[src/rtl/rtlola_seq_pkg.sv]
// Shared types and width helpers for the RTLola event sequencer.
package rtlola_seq_pkg;

  typedef enum logic {StIdle = 1'b0, StEval = 1'b1} seq_state_e;

  // Queue entry layout, MSB to LSB: {data, new mask, periodic tick, timestamp}
  function automatic int unsigned entry_width(input int unsigned n_in, input int unsigned dw,
                                              input int unsigned tsw);
    return n_in * dw + n_in + 1 + tsw;
  endfunction

  // Width of a stage index; never narrower than one bit
  function automatic int unsigned stage_width(input int unsigned n_stages);
    return (n_stages > 1) ? $clog2(n_stages) : 1;
  endfunction

endpackage

[src/rtl/rtlola_event_fifo.sv]
// DEPTH x WIDTH synchronous FIFO with extra-bit pointers for full/empty.
// A pop and a push in the same cycle both succeed, also when full.
module rtlola_event_fifo #(
  parameter int unsigned DEPTH = 4,
  parameter int unsigned WIDTH = 8
) (
  input  logic             i_clk,
  input  logic             i_rst_n,
  input  logic             i_push,
  input  logic [WIDTH-1:0] i_wdata,
  input  logic             i_pop,
  output logic [WIDTH-1:0] o_rdata,
  output logic             o_full,
  output logic             o_empty
);

  localparam int unsigned AW = $clog2(DEPTH);
  localparam logic [AW:0] PtrOne = {{AW{1'b0}}, 1'b1};

  logic [WIDTH-1:0] r_mem [DEPTH];
  logic [AW:0]      r_wptr;
  logic [AW:0]      r_rptr;
  logic             w_do_push;
  logic             w_do_pop;

  assign o_empty   = (r_wptr == r_rptr);
  assign o_full    = (r_wptr[AW] != r_rptr[AW]) && (r_wptr[AW-1:0] == r_rptr[AW-1:0]);
  assign w_do_pop  = i_pop & ~o_empty;
  // A full queue still accepts a push when the head leaves in the same cycle
  assign w_do_push = i_push & (~o_full | w_do_pop);
  assign o_rdata   = r_mem[r_rptr[AW-1:0]];

  // Pointer update
  always_ff @(posedge i_clk or negedge i_rst_n) begin
    if (!i_rst_n) begin
      r_wptr <= '0;
      r_rptr <= '0;
    end else begin
      if (w_do_push) r_wptr <= r_wptr + PtrOne;
      if (w_do_pop)  r_rptr <= r_rptr + PtrOne;
    end
  end

  // Storage write; contents are don't-care until written
  always_ff @(posedge i_clk) begin
    if (w_do_push) r_mem[r_wptr[AW-1:0]] <= i_wdata;
  end

endmodule

[src/rtl/rtlola_event_sequencer.sv]
// Front-end controller for compiled RTLola monitors: timestamps and queues
// sporadic events and periodic ticks, then replays each one as an HLC pulse
// plus an N_STAGES-long LLC stage sequence.
// Optional: define RTLOLA_DROP_CNT_EN to add the saturating o_drop_cnt output.
module rtlola_event_sequencer
  import rtlola_seq_pkg::*;
#(
  parameter int unsigned N_IN     = 3,
  parameter int unsigned DW       = 8,
  parameter int unsigned N_STAGES = 5,
  parameter int unsigned DEPTH    = 4,
  parameter int unsigned PERIOD   = 250,
  parameter int unsigned TSW      = 64,
  localparam int unsigned SW      = stage_width(N_STAGES)
) (
  input  logic                 i_clk,
  input  logic                 i_rst_n,
  input  logic                 i_en,
  input  logic [N_IN*DW-1:0]   i_in_data,
  input  logic [N_IN-1:0]      i_in_new,
  output logic                 o_hlc_clock,
  output logic [TSW-1:0]       o_hlc_clock_cnt,
  output logic [N_IN*DW-1:0]   o_ev_data,
  output logic [N_IN-1:0]      o_ev_new,
  output logic                 o_ev_periodic,
  output logic [SW-1:0]        o_llc_stage,
  output logic                 o_stage_valid,
  output logic                 o_busy,
`ifdef RTLOLA_DROP_CNT_EN
  output logic [15:0]          o_drop_cnt,
`endif
  output logic                 o_overflow
);

  localparam int unsigned EW        = entry_width(N_IN, DW, TSW);
  localparam logic [SW-1:0] LastStage = SW'(N_STAGES - 1);

  logic [TSW-1:0]     r_ts;
  logic               w_tick;
  logic               w_capture;
  logic               w_pop;
  logic               w_drop;
  logic               w_full;
  logic               w_empty;
  logic [EW-1:0]      w_wentry;
  logic [EW-1:0]      w_rentry;
  seq_state_e         r_state;
  seq_state_e         w_state_nxt;
  logic [SW-1:0]      r_stage;
  logic [SW-1:0]      w_stage_nxt;
  logic [TSW-1:0]     r_ev_ts;
  logic [N_IN*DW-1:0] r_ev_data;
  logic [N_IN-1:0]    r_ev_new;
  logic               r_ev_periodic;
  logic               r_overflow;

  // Timestamp: free-running while enabled, wraps naturally
  always_ff @(posedge i_clk or negedge i_rst_n) begin
    if (!i_rst_n)  r_ts <= '0;
    else if (i_en) r_ts <= r_ts + TSW'(1);
  end

  if (PERIOD > 0) begin : g_period
    localparam int unsigned PW = (PERIOD > 1) ? $clog2(PERIOD) : 1;
    localparam logic [PW-1:0] PerLast = PW'(PERIOD - 1);
    logic [PW-1:0] r_per;

    // Periodic counter 0..PERIOD-1; tick is the cycle it sits at the top value
    always_ff @(posedge i_clk or negedge i_rst_n) begin
      if (!i_rst_n)  r_per <= '0;
      else if (i_en) r_per <= (r_per == PerLast) ? '0 : r_per + PW'(1);
    end

    assign w_tick = (r_per == PerLast);
  end else begin : g_no_period
    assign w_tick = 1'b0;
  end

  // A sporadic event and a tick in the same cycle share one entry
  assign w_capture = i_en & ((|i_in_new) | w_tick);
  assign w_wentry  = {i_in_data, i_in_new, w_tick, r_ts};
  assign w_pop     = ~w_empty & ((r_state == StIdle) |
                                 ((r_state == StEval) & (r_stage == LastStage)));
  assign w_drop    = w_capture & w_full & ~w_pop;

  rtlola_event_fifo #(
    .DEPTH (DEPTH),
    .WIDTH (EW)
  ) u_fifo (
    .i_clk   (i_clk),
    .i_rst_n (i_rst_n),
    .i_push  (w_capture),
    .i_wdata (w_wentry),
    .i_pop   (w_pop),
    .o_rdata (w_rentry),
    .o_full  (w_full),
    .o_empty (w_empty)
  );

  // Sequencer state register
  always_ff @(posedge i_clk or negedge i_rst_n) begin
    if (!i_rst_n) begin
      r_state <= StIdle;
      r_stage <= '0;
    end else begin
      r_state <= w_state_nxt;
      r_stage <= w_stage_nxt;
    end
  end

  // Sequencer next state: last stage chains straight into the next queued event
  always_comb begin
    w_state_nxt = r_state;
    w_stage_nxt = r_stage;
    unique case (r_state)
      StIdle: begin
        if (!w_empty) begin
          w_state_nxt = StEval;
          w_stage_nxt = '0;
        end
      end
      StEval: begin
        if (r_stage == LastStage) begin
          w_stage_nxt = '0;
          w_state_nxt = w_empty ? StIdle : StEval;
        end else begin
          w_stage_nxt = r_stage + SW'(1);
        end
      end
      default: begin
        w_state_nxt = StIdle;
        w_stage_nxt = '0;
      end
    endcase
  end

  // Sequencer outputs
  always_comb begin
    o_stage_valid = (r_state == StEval);
    o_llc_stage   = r_stage;
    o_hlc_clock   = (r_state == StEval) && (r_stage == '0);
    o_busy        = (r_state == StEval) | ~w_empty;
  end

  // Event latch: loaded from the queue head on every pop, held for the whole sequence
  always_ff @(posedge i_clk or negedge i_rst_n) begin
    if (!i_rst_n) begin
      r_ev_ts       <= '0;
      r_ev_data     <= '0;
      r_ev_new      <= '0;
      r_ev_periodic <= 1'b0;
    end else if (w_pop) begin
      r_ev_ts       <= w_rentry[TSW-1:0];
      r_ev_periodic <= w_rentry[TSW];
      r_ev_new      <= w_rentry[TSW+1 +: N_IN];
      r_ev_data     <= w_rentry[TSW+1+N_IN +: N_IN*DW];
    end
  end

  // Sticky drop flag
  always_ff @(posedge i_clk or negedge i_rst_n) begin
    if (!i_rst_n)    r_overflow <= 1'b0;
    else if (w_drop) r_overflow <= 1'b1;
  end

`ifdef RTLOLA_DROP_CNT_EN
  logic [15:0] r_drop_cnt;

  // Saturating drop counter
  always_ff @(posedge i_clk or negedge i_rst_n) begin
    if (!i_rst_n)                                 r_drop_cnt <= '0;
    else if (w_drop && (r_drop_cnt != 16'hFFFF)) r_drop_cnt <= r_drop_cnt + 16'd1;
  end

  assign o_drop_cnt = r_drop_cnt;
`endif

  assign o_hlc_clock_cnt = r_ev_ts;
  assign o_ev_data       = r_ev_data;
  assign o_ev_new        = r_ev_new;
  assign o_ev_periodic   = r_ev_periodic;
  assign o_overflow      = r_overflow;

endmodule
[config.mk]
export PLATFORM = sky130hd
export DESIGN_NAME = rtlola_event_sequencer
export DESIGN_NICKNAME = d
export VERILOG_FILES = /design/src/rtl/rtlola_seq_pkg.sv /design/src/rtl/rtlola_event_fifo.sv /design/src/rtl/rtlola_event_sequencer.sv
export SDC_FILE = /design/constraint.sdc
export NUM_CORES = 1
export LEC_CHECK = 0
export CORE_UTILIZATION = 50
export DETAILED_ROUTE_END_ITERATION = 16
export HOLD_SLACK_MARGIN = 0.05
export PLACE_DENSITY = 0.68
export SLEW_MARGIN = 25
export SYNTH_ARGS = -nofsm -noshare
export SYNTH_HDL_FRONTEND = slang
export SYNTH_SLANG_ARGS = --single-unit
[constraint.sdc]
create_clock -name i_clk -period 6.2 [get_ports i_clk]
set_input_delay 1.24 -clock i_clk [delete_from_list [all_inputs] [get_ports i_clk]]
set_output_delay 1.24 -clock i_clk [all_outputs]
set_load 0.03 [all_outputs]
==> reports/metrics.cfg, run 1 <==
[synthesis]
syn_area_per_cell_um2 = 19.4
synthTopCellsByArea = edfxtp_1 53%, dfrtp_1 21%, mux4_2 10%, mux2_2 5.1%, xor2_1 1.6%
syn-instance-count = 1069
synth-seq-cells = 543
synth_top_area_share_pct = 53.3
synth_cell_type_count = 46
syn-num-nets = 1109
synth_common_cells = 368 x edfxtp_1, 175 x dfrtp_1, 94 x mux2_2
ys_async_sr_fraction_pct = 32.2
syn_area_um2 = 20700
synthDominantAreaCellType = edfxtp_1
synth_edf_count = 368
synth-main-ff-cell = edfxtp_1
yosysSeqAreaShare_pct = 74.4
synth.most_common_cell = edfxtp_1
yosysWarnings = 0

[floorplanning]
initial_core_util_pct = 50.7
ios = 129
row_count = 74
die_x_um = 206
coreArea_um2 = 40900
fp.dieH_um = 206
dieArea_um2 = 42300

[power]
p_total_mw = 11.9
p_leak_nw = 8.66
worst_ir_drop_vdd_mv = 0.284
pwr_density_cell_nw_per_um2 = 488

[grt]
grt_usage_pct = 19.4
gr-total-overflow = 0
first_global_vias = 10700
antenna_found_initial = 0
grt_max_degree = 101
grt_pass1_wl_um = 61800

[clocking]
cts_buffers = 54
insertion_delay_ps = 600
clkSlewWorstSetupHoldPaths_ps = 60
root_buffer = clkbuf_16
cts_hold_buf = 0
cts_buffer_depth = 3
clock-sinks = 543
cts.repair.resized = 0
htree_levels = 2
post_cts_buffers = 0
tritoncts = built

[timing]
tns_ps = 0
slew_headroom_pct = 38.1
min_period_ps = 3930
fin_ws_ps = 2270
post-route-period-util_pct = 63.4
fmax_ghz = 0.255
tightest_slew_ps = 929
rsz0062_at_grt = no
timing.final.max_slew_violations = 0
finClkSkew_ps = 19.7
setup_violations = 0
finalHoldViolCount = 0

[detailed_routing]
dr_total_vias = 10100
routed_wl_um = 38900
avgViaCountPerCell = 5.58
antenna_left = 0
drtPass1Iterations = 5
wl_per_cell_um = 21.5
first_iter_violations = 599
drc_errors = 0

[worst_setup_path]
worst-path-max-fanout = 35
cp.arrival_ps = 2690
required_ps = 4960
end_kind = output port
reg2reg_setup_slack_ps = 3030
startpoint_type = flip-flop
worstSetupPathType = reg -> out

[placement]
pre_cts_ws_ps = 1770
dp_hpwl_um = 23200
place_area_um2 = 22700
gp_congestion = 0.751
port_buffers = 128

[outcome]
status = completed

[finish]
multi_input_area_um2 = 5110
diodes = 0
design_area_um2 = 24400
fin_nets = 1270
final_util_pct = 59.7
areaGrowthSynthToFinish_pct = 17.8
fillers = 3018
layout-drive-gt1-share_pct = 23.3
layout.area.seq_um2 = 15400

[run]
drv_cap = 0

[hold_path]
holdCritPathClass = reg -> reg

-- sequential cells by signal, indices dropped and copies added, names as in the netlist --
signal and count:
o_stage_valid 1, r_ts 64, u_fifo.r_rptr 3, o_ev_periodic 1, o_overflow 1, o_ev_data 24
o_hlc_clock_cnt 64, u_fifo.r_wptr 3, o_llc_stage 3, u_fifo.r_mem 368, o_ev_new 3, g_period.r_per 8
-- cell type report --
cell class                      instances  area share, %
Clock buffer                           76           6.20
Clock inverter                         26          0.794
Inverter                               14          0.215
Multi-Input combinational cell        476           20.9
Sequential cell                       543           63.2
Tap cell                              532           2.72
Timing Repair Buffer                  141           5.95
-- routing by layer --
layer / wire, um / up-vias / part of all wire, % / GRT usage, %
met5: 0 / - / 0 / 0
li1: - / 4529 / - / -
met1: 17200 / 5294 / 44 / 26.7
met2: 19400 / 211 / 50 / 32.0
met3: 1690 / 50 / 4.3 / 3.72
met4: 663 / 0 / 1.7 / 4.89
-- critical path, cell delays in order (launching register included) --
cell	delay (ps)
dfrtp_4	780
xor2_1	180
nor4_1	410
inv_1	110
clkdlybuf4s50_1	610
-- stage by stage --
| step | hold WS (ps) | cells |
|---|---|---|
| 5_1_grt | 501 | 1808 |
| 3_5_place_dp | 481 | 1705 |
| 4_1_cts | 494 | 1807 |
| 6_report | 490 | 1808 |
| 3_3_place_gp | 476 | 1705 |
| 2_1_floorplan | 455 | 1069 |
-- cell usage in the layout, fill, tap and decap left out, types with 7 or more instances in the layout --
cell type,synthesis,final
edfxtp_1,368,368
dfrtp_1,175,173
clkdlybuf4s50_1,0,127
mux2_2,94,94
mux4_2,92,92
clkbuf_16,0,55
nand2_1,38,38
xor2_1,37,37
xnor2_1,35,35
nand4_1,27,27
nand3_1,25,25
nor2_1,23,22
nor3_1,16,16
and3_1,15,15
clkbuf_1,13,15
inv_1,14,14
clkinv_1,0,11
nor4_1,10,10
ha_1,10,10
clkinv_2,0,8
buf_4,0,8
o21ai_0,7,7
clkbuf_8,0,7
-- cells by family (layout without fill, tap and decap cells) --
kind of cell	count (synthesis)	after routing	synth area share, %
DFF	543	543	74.4
and+or+nand+nor	191	191	5.31
xor gates and xnor gates	72	72	3.04
muxes	187	187	15.1
adders and majority gates	10	10	0.603
buffers and inverters	50	257	1.07
AOI/OAI and AO/OA	16	16	0.482
-- worst paths after layout --
kind,startpoint,end,cells after the start
setup / recovery,u_fifo.r_rptr[1],o_busy,4
hold / removal,o_overflow,o_overflow,1
setup reg to reg,u_fifo.r_rptr[1],u_fifo.r_mem[3][73],5
hold reg to reg,o_overflow,o_overflow,1
max in group asynchronous,i_rst_n,r_ts[0],2
min in group asynchronous,i_rst_n,o_ev_data[10],1
-- power by group --
| group | internal, mW | switching (mW) |
|---|---|---|
| Sequential | 4.81 | 0.460 |
| Clock | 1.79 | 1.33 |
| Combinational | 1.68 | 1.86 |
| Total | 8.28 | 3.65 |
Note: power is estimated with default switching activity, not from simulation.
==> run 2: changes to the inputs <==
Clock period 6.2 ns to 3.7 ns, I/O delays scaled along.
==> run 2 against run 1 <==
  * Register-to-register slack lost 1900 ps
  * Wire length up 1.2%
  * Clock skew decreased by 3.3 ps
  * Final cell count grew 0.72%
  * Clock power up 68%
  * Critical endpoint unchanged
  * Largest cell class unchanged
==> reports/metrics.cfg, run 2 (same netlist as run 1, synthesis figures left out) <==
[timing]
tns_ps = 0  ; unchanged
fmax_ghz = 0.309
setup_violations = 0  ; unchanged
slew_headroom_pct = 39.8  ; +1.8 points
min_period_ps = 3230
finalHoldViolCount = 0  ; unchanged
finClkSkew_ps = 16.4  ; -3.26 ps
post-route-period-util_pct = 87.3
tightest_slew_ps = 903  ; -26.7 ps
timing.final.max_slew_violations = 0  ; unchanged
rsz0062_at_grt = no

[worst_setup_path]
required_ps = 2960  ; -2000 ps
cp_cell_sequence = xor2_1, nor4_1, inv_1, clkdlybuf4s50_1
startpoint_type = flip-flop
rr_startpoint = u_fifo.r_rptr[1]
max_stage_delay_ps = 620  ; -160 ps
cpMaxStageDelayCell = clkdlybuf4s50_1
worst-path-max-fanout = 3  ; -91%
worstSetupPathType = reg -> out
r2r-end = o_hlc_clock_cnt[32]
cp.arrival_ps = 2490  ; -200 ps
end_kind = output port
reg2reg_depth = 4  ; -1
reg2reg_setup_slack_ps = 1080  ; -1950 ps
worstSetupStartpoint = u_fifo.r_rptr[0]

[grt]
grt_usage_pct = 19.5  ; +0.12 points
grt_max_degree = 95  ; -5.9%
gr-total-overflow = 0  ; unchanged
first_global_vias = 10800  ; +0.39%
grt_pass1_wl_um = 62100  ; +0.49%
antenna_found_initial = 1  ; +1

[clocking]
clkSlewWorstSetupHoldPaths_ps = 60  ; about the same
cts_hold_buf = 0  ; unchanged
cts_buffer_depth = 3  ; unchanged
clock-sinks = 543  ; unchanged
htree_levels = 2  ; unchanged
tritoncts = built
post_cts_buffers = 0  ; unchanged
cts_buffers = 54  ; unchanged
root_buffer = clkbuf_16
insertion_delay_ps = 590  ; about the same
cts.repair.resized = 0  ; unchanged

[detailed_routing]
wl_per_cell_um = 21.6  ; +0.46%
avgViaCountPerCell = 5.59  ; +0.23%
first_iter_violations = 587  ; -2.0%
antenna_left = 0  ; unchanged
drc_errors = 0  ; unchanged
routed_wl_um = 39400  ; +1.2%
dr_total_vias = 10200  ; +0.95%
drtPass1Iterations = 5  ; unchanged

[finish]
layout-drive-gt1-share_pct = 24.1  ; +0.87 points
fin_nets = 1282  ; +0.94%
final_common_cell = edfxtp_1
final_cell_mix = 368 x edfxtp_1, 173 x dfrtp_1, 127 x clkdlybuf4s50_1
instances_no_fill = 1821  ; +0.72%
areaGrowthSynthToFinish_pct = 18.9
largest_register_ffs = 368  ; unchanged
fillers = 2968  ; -1.7%

[run]
drv_cap = 0  ; unchanged

[floorplanning]
coreArea_um2 = 40900  ; unchanged
ios = 129  ; unchanged
die_x_um = 206  ; unchanged
initial_core_util_pct = 50.7  ; unchanged
row_count = 74  ; unchanged
dieArea_um2 = 42300  ; unchanged
fp.dieH_um = 206  ; unchanged

[power]
p_leak_nw = 8.78  ; +1.3%
pwr_density_cell_nw_per_um2 = 818  ; +67%
p_total_mw = 20.2  ; +69%
worst_ir_drop_vdd_mv = 0.494  ; +74%

[placement]
port_buffers = 128  ; unchanged
gp_congestion = 0.774  ; +3.1%
dp_hpwl_um = 24600  ; +6.4%
placedCellCount = 1718  ; +0.76%

[outcome]
status = completed

[hold_path]
holdCritPathClass = in -> async

-- run 2: how the worst max path moves through the flow --
stage,end,slack [ps]
global placement,u_fifo.r_mem[3][21],620
finish,o_busy,470
detailed placement,u_fifo.r_mem[3][30],580
global route,o_busy,370
CTS,o_busy,460
floorplan,u_fifo.r_mem[3][0],290
-- run 2: routing by layer --
metal / vias to the layer above / share of wire [%] / global-route usage [%]
met4: 0 / 1.7 / 5.42
li1: 4560 / - / -
met1: 5363 / 44 / 27.2
met5: - / 0 / 0
met3: 53 / 4.5 / 3.42
met2: 204 / 49 / 31.8
-- run 2: metrics by stage --
stage | worst slack [ps] | cell area [um^2] | hold slack (ps) | util (%)
2_1_floorplan | 286 | 20800 | 444 | -
3_3_place_gp | 625 | 23000 | 475 | 56.1
3_5_place_dp | 582 | 23000 | 478 | 56.1
4_1_cts | 455 | 24700 | 230 | 60.3
5_1_grt | 374 | 24700 | 267 | 60.3
6_report | 468 | 24700 | 197 | 60.3
-- run 2: where the power goes --
group,internal (mW),leakage (nW),total [mW],switching [mW]
clock,3.06,0.847,5.25,2.19
combinational,2.95,2.49,6.24,3.29
sequential,8.05,5.44,8.69,0.636
total,14.1,8.78,20.2,6.12
-- run 2: cell type report --
| type | instances | area (um^2) | area share [%] |
|---|---|---|---|
| Sequential cell | 543 | 15400 | 62.6 |
| Multi-Input combinational cell | 476 | 5110 | 20.7 |
| Timing Repair Buffer | 153 | 1690 | 6.83 |
| Clock buffer | 82 | 1530 | 6.19 |
| Tap cell | 532 | 666 | 2.70 |
| Clock inverter | 20 | 194 | 0.786 |
| Inverter | 14 | 52.6 | 0.213 |
| Antenna cell | 1 | 2.50 | 0.0101 |
-- run 2: critical path: cells and delay by family (launching register included) --
family,cells,cell delay (ps)
xor+xnor,1,190
buf+inv,2,740
flops,1,490
simple gates,1,480
==> run 3: changes to the inputs <==
Settings changed: HOLD_SLACK_MARGIN 0.05 to 0.1, PLACE_DENSITY 0.68 to 0.69.
==> run 3 against run 2 <==
  * Fmax grew 0.32%
  * Critical path depth is the same
  * Final cell count shrank 0.44%
  * Setup slack gained 10 ps
  * Register-to-register slack gained 30 ps
  * Clock skew shrank 7.9 ps
  * Die area is the same
  * Global-route usage shrank 0.23 points
  * Clock-buffer cell count shrank 10
  * Largest cell class unchanged
==> reports/metrics.cfg, run 3 (same netlist as run 1, synthesis figures left out) <==
[outcome]
status = completed

[detailed_routing]
drc_errors = 0  ; unchanged
wl_per_cell_um = 21.4  ; -1.1%
drtPass1Iterations = 5  ; unchanged
dr_total_vias = 10200  ; +0.40%
first_iter_violations = 745  ; +27%
routed_wl_um = 38800  ; -1.6%
avgViaCountPerCell = 5.64  ; +0.85%
antenna_left = 0  ; unchanged

[placement]
dp_hpwl_um = 23000  ; -6.5%
gp_congestion = 0.758  ; -2.1%
placedCellCount = 1711  ; -0.41%
port_buffers = 128  ; unchanged
place_area_um2 = 22800  ; -0.56%

[finish]
fillers = 2966  ; -0.067%
fin_nets = 1275  ; -0.55%
areaGrowthSynthToFinish_pct = 19.1
design_area_um2 = 24700  ; +0.13%
final_common_cell = edfxtp_1
instances_no_fill = 1813  ; -0.44%
layout-drive-gt1-share_pct = 24.5  ; +0.37 points
final_util_pct = 60.4  ; +0.076 points
largest_register_ffs = 368  ; unchanged
diodes = 0  ; -1
final_cell_mix = 368 x edfxtp_1, 173 x dfrtp_1, 127 x clkdlybuf4s50_1

[power]
p_leak_nw = 8.79  ; +0.19%
internal_power_mw = 14.4  ; +2.2%
p_sw_share_pct = 29.9  ; -0.44 points
power_frac_seq_pct = 42.4  ; -0.6 points
worst_ir_drop_vdd_mv = 0.549  ; +11%
comb_power_share_pct = 29.9  ; -1.0 points
pwr_density_cell_nw_per_um2 = 829  ; +1.4%
p_total_mw = 20.5  ; +1.6%
p_clk_share_pct = 27.8  ; +1.8 points
p_sw_mw = 6.13  ; about the same

[clocking]
htree_levels = 2  ; unchanged
post_cts_buffers = 0  ; unchanged
cts.repair.resized = 0  ; unchanged
cts_buffer_depth = 3  ; unchanged
clkSlewWorstSetupHoldPaths_ps = 60  ; about the same
clock-sinks = 543  ; unchanged
cts_buffers = 54  ; unchanged
cts_hold_buf = 0  ; unchanged
insertion_delay_ps = 600  ; about the same
root_buffer = clkbuf_16
tritoncts = built

[timing]
min_period_ps = 3220  ; -10.2 ps
post-route-period-util_pct = 87.1  ; -0.27 points
tightest_slew_ps = 817  ; -85.6 ps
setup_violations = 0  ; unchanged
slew_headroom_pct = 45.5  ; +5.7 points
timing.final.max_slew_violations = 0  ; unchanged
rsz0062_at_grt = no
tns_ps = 0  ; unchanged
finClkSkew_ps = 8.55  ; -7.87 ps
fmax_ghz = 0.310  ; +0.32%
finalHoldViolCount = 0  ; unchanged

[floorplanning]
die_x_um = 206  ; unchanged
coreArea_um2 = 40900  ; unchanged
initial_core_util_pct = 50.7  ; unchanged
row_count = 74  ; unchanged
ios = 129  ; unchanged
dieArea_um2 = 42300  ; unchanged
fp.dieH_um = 206  ; unchanged

[grt]
grt_usage_pct = 19.3  ; -0.23 points
grt_max_degree = 95  ; unchanged
antenna_found_initial = 0  ; -1
grt_pass1_wl_um = 61700  ; -0.72%
first_global_vias = 10600  ; -1.8%
gr-total-overflow = 0  ; unchanged

[worst_setup_path]
worstSetupPathType = reg -> out
reg2reg_setup_slack_ps = 1110  ; +30 ps
worst-path-max-fanout = 3  ; unchanged
max_stage_delay_ps = 610  ; about the same
end_kind = output port
startpoint_type = flip-flop
cp_cell_sequence = xor2_1, nor4_1, inv_1, clkdlybuf4s50_1
r2r-end = o_hlc_clock_cnt[33]
cp.arrival_ps = 2480  ; about the same
required_ps = 2960  ; about the same
rr_startpoint = u_fifo.r_rptr[1]
cpMaxStageDelayCell = clkdlybuf4s50_1
reg2reg_depth = 4  ; unchanged

[run]
drv_cap = 0  ; unchanged

[hold_path]
holdCritPathClass = in -> async

run 3: critical path: cells and delay by family, from the launching register on:
| family | cells | cell delay [ps] |
|---|---|---|
| simple gates | 1 | 470 |
| buf+inv | 2 | 720 |
| xor+xnor | 1 | 200 |
| flops | 1 | 490 |
run 3: layout make-up:
class	instances	area, um^2	share of cell area, %
Inverter	14	52.6	0.213
Tap cell	532	666	2.69
Clock inverter	30	403	1.63
Sequential cell	543	15400	62.5
Timing Repair Buffer	146	1560	6.30
Clock buffer	72	1480	5.99
Multi-Input combinational cell	476	5110	20.7
run 3: stage by stage:
stage                     setup slack (ps)  hold WS, ps
after floorplan                        286          444
after global placement                 536          476
after detailed placement               512          483
after CTS                              454          240
after global routing                   325          272
final                                  479          231
run 3: power groups by stage:
stage                     sequential (mW)  clock (mW)  combinational, mW
after floorplan                      9.71           0               3.01
after global placement               8.76           0               6.21
after detailed placement             8.81           0               6.26
after CTS                            8.70        5.83               6.28
after global routing                 8.83        6.07               6.56
final                                8.68        5.69               6.12
run 3: routing by layer:
layer / vias up / wire [um] / GRT usage, %
met5: - / 0 / 0
met4: 0 / 730 / 4.81
met3: 59 / 1880 / 3.55
met2: 232 / 18900 / 30.6
met1: 5403 / 17300 / 27.8
li1: 4527 / - / -
run 3: how the worst max path moves through the flow:
stage | startpoint | end | slack (ps) | depth (start not counted)
after floorplan | i_en | u_fifo.r_mem[3][0] | 290 | 6
after global placement | i_en | u_fifo.r_mem[3][24] | 540 | 7
after detailed placement | i_en | u_fifo.r_mem[3][29] | 510 | 7
after CTS | u_fifo.r_rptr[0] | o_busy | 450 | 4
after global routing | u_fifo.r_rptr[0] | o_busy | 320 | 4
final | u_fifo.r_rptr[0] | o_busy | 480 | 4
